`src/rtl/ins_fetch_queue.sv`:
```
// ins_fetch_queue
//   Instruction prefetch front end. Issues sequential word addresses to
//   instruction RAM, keeps the returned words and their PCs in a DEPTH-entry
//   FIFO for decode, and handles branch redirect by flushing the FIFO and
//   refetching from the new PC.
//
//   state | meaning
//   IDLE  | no request outstanding; issue when enabled and FIFO has room
//   REQ   | request outstanding; its returned word is pushed to the FIFO
//   DRAIN | request outstanding but made stale by a redirect; word is dropped
//
// Ports
//   clk, rst                  clock, asynchronous active-high reset
//   en_in                     fetch enable (0 = issue no new requests)
//   mem_req, mem_addr         registered RAM request, held until mem_valid
//   mem_valid, mem_rdata      RAM response strobe and data
//   redirect, redirect_pc     branch taken: flush and refetch from redirect_pc
//   ins_valid, ins, ins_pc    FIFO head towards decode
//   ins_ready                 decode accepts the head
//   level                     current FIFO occupancy
module ins_fetch_queue #(
  parameter int                ADDR_W   = 16,
  parameter int                INS_W    = 16,
  parameter int                DEPTH    = 4,
  parameter logic [ADDR_W-1:0] RESET_PC = '0
) (
  input  logic                       clk,
  input  logic                       rst,
  input  logic                       en_in,
  output logic                       mem_req,
  output logic [ADDR_W-1:0]          mem_addr,
  input  logic                       mem_valid,
  input  logic [INS_W-1:0]           mem_rdata,
  input  logic                       redirect,
  input  logic [ADDR_W-1:0]          redirect_pc,
  output logic                       ins_valid,
  output logic [INS_W-1:0]           ins,
  output logic [ADDR_W-1:0]          ins_pc,
  input  logic                       ins_ready,
  output logic [$clog2(DEPTH+1)-1:0] level
);

  localparam int PTR_W = $clog2(DEPTH);
  localparam int LVL_W = $clog2(DEPTH+1);

  typedef enum logic [1:0] {
    IDLE  = 2'd0,
    REQ   = 2'd1,
    DRAIN = 2'd2
  } state_t;

  state_t            state;
  logic [ADDR_W-1:0] pc;
  logic [ADDR_W-1:0] pc_inc;
  logic [PTR_W-1:0]  wr_ptr;
  logic [PTR_W-1:0]  rd_ptr;
  logic [LVL_W-1:0]  level_next;
  logic              push;
  logic              pop;
  logic              room_now;
  logic              room_next;

  logic [INS_W-1:0]  fifo_ins [DEPTH];
  logic [ADDR_W-1:0] fifo_pc  [DEPTH];

  // pc always equals mem_addr while in REQ, so it tags the returned word.
  assign pc_inc    = pc + ADDR_W'(1);
  assign ins_valid = (level != '0);
  assign ins       = fifo_ins[rd_ptr];
  assign ins_pc    = fifo_pc[rd_ptr];

  // A redirect cancels both the push and the pop of its cycle.
  assign push = (state == REQ) && mem_req && mem_valid && !redirect;
  assign pop  = ins_valid && ins_ready && !redirect;

  always_comb begin
    level_next = level;
    if (redirect)
      level_next = '0;
    else if (push && !pop)
      level_next = level + LVL_W'(1);
    else if (pop && !push)
      level_next = level - LVL_W'(1);
  end

  assign room_now  = (level < LVL_W'(DEPTH));
  // Back-to-back issue looks at occupancy after this cycle's push/pop, which
  // together with a single outstanding request makes overflow impossible.
  assign room_next = (level_next < LVL_W'(DEPTH));

  always_ff @(posedge clk) begin
    if (push) begin
      fifo_ins[wr_ptr] <= mem_rdata;
      fifo_pc[wr_ptr]  <= pc;
    end
  end

  always_ff @(posedge clk or posedge rst) begin
    if (rst) begin
      state    <= IDLE;
      pc       <= RESET_PC;
      mem_req  <= 1'b0;
      mem_addr <= RESET_PC;
      level    <= '0;
      wr_ptr   <= '0;
      rd_ptr   <= '0;
    end else begin
      level <= level_next;

      if (redirect) begin
        wr_ptr <= '0;
        rd_ptr <= '0;
      end else begin
        if (push) wr_ptr <= wr_ptr + PTR_W'(1);
        if (pop)  rd_ptr <= rd_ptr + PTR_W'(1);
      end

      case (state)
        IDLE: begin
          if (redirect) begin
            pc <= redirect_pc;
            if (en_in) begin
              mem_req  <= 1'b1;
              mem_addr <= redirect_pc;
              state    <= REQ;
            end
          end else if (en_in && room_now) begin
            mem_req  <= 1'b1;
            mem_addr <= pc;
            state    <= REQ;
          end
        end

        REQ: begin
          if (redirect) begin
            pc <= redirect_pc;
            if (mem_valid) begin
              // Transfer completes now; its word is discarded and the new
              // target can be issued straight away.
              if (en_in) begin
                mem_addr <= redirect_pc;
              end else begin
                mem_req <= 1'b0;
                state   <= IDLE;
              end
            end else begin
              // Request still in flight: hold it until the RAM answers.
              state <= DRAIN;
            end
          end else if (mem_valid) begin
            pc <= pc_inc;
            if (en_in && room_next) begin
              mem_addr <= pc_inc;
            end else begin
              mem_req <= 1'b0;
              state   <= IDLE;
            end
          end
        end

        DRAIN: begin
          if (redirect) pc <= redirect_pc;
          if (mem_valid) begin
            mem_req <= 1'b0;
            state   <= IDLE;
          end
        end

        default: begin
          mem_req <= 1'b0;
          state   <= IDLE;
        end
      endcase
    end
  end

endmodule

```
`config.mk`:
```
export PLATFORM = sky130hd
export DESIGN_NAME = ins_fetch_queue
export DESIGN_NICKNAME = d
export VERILOG_FILES = /design/src/rtl/ins_fetch_queue.sv
export SDC_FILE = /design/constraint.sdc
export NUM_CORES = 1
export LEC_CHECK = 0
export ABC_AREA = 1
export ABC_CLOCK_PERIOD_IN_PS = 4200
export CAP_MARGIN = 20
export CORE_ASPECT_RATIO = 1.4
export CORE_MARGIN = 1.5
export CORE_UTILIZATION = 45
export DETAILED_ROUTE_END_ITERATION = 10
export PLACE_DENSITY = 0.67
export SYNTH_ARGS = -nofsm -noshare
export SYNTH_HDL_FRONTEND = slang
export SYNTH_SLANG_ARGS = --single-unit
export TNS_END_PERCENT = 20
```
`constraint.sdc`:
```
create_clock -name clk -period 4.2 [get_ports clk]
set_clock_uncertainty 0.1 [all_clocks]
set_input_delay 0.84 -clock clk [delete_from_list [all_inputs] [get_ports clk]]
set_output_delay 0.84 -clock clk [all_outputs]
set_load 0.005 [all_outputs]
```
==> results.md <==
* Part of the power in the clock network at 0.261
* Initial antenna violation count at 0
* Leak pwr at 3.493 nW
* Clock transition at path regs at 0.07 ns
* WL/cell at 17.69 um
* Initial Util at 0.4632
* H-tree lvl count at 4
* Setup crit end kind: primary output
* Average vias per placed instance at around 5.5
* Top-area cell type share of the netlist area at 0.5088
* Internal power at 3.881 mW
* Gpl congestion at a little over 0.9
* Syn_nets at 739
* PD cells at approximately 640 mW/mm^2
* Main combinational cell family by area after synthesis: simple AND/OR/NAND/NOR gates
* Post-Layout Inst Area at 0.009303 sq mm
* Min-delay worst type: register to register
* Switching power at 2.076 mW
* Placed Area at 0.008686 sq mm
* Setup Buffers After CTS at 0
* Dpl ws at 1.001 ns
* Row count at 55
* Yosys top cell by area: edfxtp_1
* Vias in the first global route at about 5700
* Asr flop ratio synth at 0.2471
* Vias at between 5000 and 6000
* Die ar. at ~0.018 sq mm
* Clk_lat worst skew at 0.43 ns
* Sequential area share after synthesis at 0.6479
* Synth Area in XOR/XNOR at 0.01855
* Post-DP HPWL at 11670 um
* CP Class: register to primary output
* Area contributors post-synth: edfxtp_1, dfrtp_1, o21ai_0, nor2_1, nand2_1
* Layout cells sized above 1 at 0.09171
* Synth Area in Compound Gates at 0.1325
* RSZ-0062 raised after global routing: false
* Peak supply drop at 0.2850 mV
* Sequential power share at 0.403
* Number of gates resized after CTS at 0
* Worst setup SP type: register
* Synthesized area at 0.007555 sq mm
* Status: finished, violations left
* Final WS setup at 0.5425 ns
* EDFF count, synth at 128
* Synth warnings at 0
* Area grow syn2layout at 23.14%
* Violated checks: design-rule violations
* Tcrit/Tclk final at 0.8708
* Synth Area in Adders at 0.01325
* DRT iter0 DRCs at 461
* Worst-margin pin slew at 0.9148 ns
* Total gr overflow at 0
* Simple-gate share of the synthesized area at 0.1457
* Cts bufs inserted at 17
* Post-Route WL at 17600 um
* Core ar. at 0.01631 sq mm
* Switching Fraction at 0.3485
* Slew Viols, Final at 0
* Worst Path Required at 3.26 ns
* Fin nets at 829
* Register bit total from synthesis at 170
* DR pass1 iterations at 8
* Ys flop type: edfxtp_1
* CTS Sinks at 170
* DRC at 9
* Clock root cell: clkbuf_16
* MaxCap Viol Count at 0
* Largest net degree at the start of global routing at 66
* Mux contribution to synthesized area at 0
* Crit-path max FO at 35
* Antenna Nets Post-Route at 0
* Die Y-Extent at between 150 and 200 um
* Buffer depth of the longest clock path at 2
* CP Data Arrival Time at between 2 and 3 ns
* Synthesized instance count at 693
* Slew margin rel. at 0.3864
* Total track usage at 0.2066
* CTS tree: yes
* Filler cells at 1376
* Hold Fails Final Rpt at 0
* Final setup viols at 0
* Final min period at 3.658 ns
* Count of different cell masters after synthesis at 39
* Die Width at 112.5 um
* Comb power frac at 0.336
* First-pass GRT wire length at 28390 um
* Max Clock Freq at 273.4 MHz
* PortBufs at 90
* Worst hold margin at 0.4089 ns
* Finished Core Util at 0.5704
* IO Count at 91
* Antenna diode count at 0
* Setup tns final at 0 ns
* Mapped Avg Cell Area at 10.90 sq um
* Post-CTS Hold Buffers at 0
-- metrics by stage --
step           total power, mW  std cells
5_1_grt                  6.304        995
3_5_place_dp             4.422        962
4_1_cts                  5.989        994
3_3_place_gp             4.358        962
6_report                 5.957        995
2_1_floorplan            3.562        693
-- cell usage in the layout (no fill, tap or decap), types with 6 or more instances in the layout --
cell type        instances
a21oi_1                  7
a221oi_1                 7
a22oi_1                  8
buf_4                   14
clkbuf_16               17
clkdlybuf4s50_1         90
dfrtp_1                 41
edfxtp_1               128
ha_1                     8
inv_1                   37
nand2_1                 94
nand3_1                 42
nor2_1                  95
nor2_4                   6
nor3_1                  13
o21ai_0                 89
o22ai_1                 32
o22ai_2                  8
xor2_1                  14
-- routing by layer --
| layer | vias to the layer above | routed length, um | track usage |
|---|---|---|---|
| li1 | 2647 | - | - |
| met1 | 2672 | 7314 | 0.2431 |
| met2 | 185 | 9305 | 0.3777 |
| met3 | 18 | 799 | 0.04260 |
| met4 | 0 | 184 | 0.06691 |
| met5 | - | 0 | 0 |
-- worst paths after layout --
kind / end / slack, ns / depth (start not counted) / start
max in group asynchronous: pc[12] / 2.72 / 4 / rst
hold / removal: mem_addr[11] / 0.41 / 2 / mem_addr[11]
min in group asynchronous: state[0] / 0.54 / 2 / rst
hold reg to reg: mem_addr[11] / 0.41 / 2 / mem_addr[11]
setup / recovery: ins_pc[5] / 0.54 / 5 / rd_ptr[0]
setup reg to reg: mem_addr[8] / 1.78 / 13 / state[0]
-- synth_stat cells (2+ instances only) --
| master | instances |
|---|---|
| edfxtp_1 | 128 |
| nor2_1 | 99 |
| nand2_1 | 94 |
| o21ai_0 | 89 |
| dfrtp_1 | 42 |
| nand3_1 | 42 |
| inv_1 | 38 |
| o22ai_1 | 32 |
| clkbuf_1 | 28 |
| xor2_1 | 14 |
| nor3_1 | 13 |
| a22oi_1 | 8 |
| ha_1 | 8 |
| o22ai_2 | 8 |
| a21oi_1 | 7 |
| a221oi_1 | 7 |
| inv_2 | 4 |
| buf_6 | 3 |
| nand4_1 | 3 |
| o211ai_1 | 3 |
| a31oi_1 | 2 |
| nand2_4 | 2 |
| nor2_4 | 2 |
| xnor2_1 | 2 |
-- cell type report --
type | instances | area (sq um) | area share
Clock inverter | 15 | 163.9 | 0.01762
Inverter | 43 | 162.7 | 0.01748
Timing Repair Buffer | 105 | 1033 | 0.1111
Tap cell | 199 | 249.0 | 0.02677
Clock buffer | 17 | 425.4 | 0.04573
Sequential cell | 170 | 4896 | 0.5263
Multi-Input combinational cell | 446 | 2372 | 0.2550
-- power by group through the flow --
stage	clock network [mW]	registers [mW]	logic [mW]
floorplan	0	2.34	1.22
global placement	0	2.41	1.95
detailed placement	0	2.43	1.99
CTS	1.58	2.40	2.01
global route	1.65	2.44	2.21
finish	1.56	2.40	2.00
-- registers in the layout (all words and copies together), names as in the netlist --
| signal | count |
|---|---|
| mem_addr | 16 |
| fifo_pc | 64 |
| pc | 16 |
| mem_req | 1 |
| fifo_ins | 64 |
| rd_ptr | 2 |
| level | 3 |
| wr_ptr | 2 |
| state | 2 |
-- kinds of logic (layout without fill, tap and decap cells) --
family / count (synthesis) / after routing
adder cells (fa/ha/maj): 8 / 8
buffers and inverters: 77 / 180
flip-flops: 170 / 170
XOR/XNOR: 16 / 16
AO/OA/AOI/OAI: 163 / 163
AND/OR/NAND/NOR: 259 / 259
-- critical path, cell delays in order (launching register included) --
cell and delay [ns]:
dfrtp_2 0.36, clkinv_1 0.71, buf_4 0.48, o21ai_0 0.18, o22ai_1 0.10, clkdlybuf4s50_1 0.45
Power figures use the tool's default switching activity.
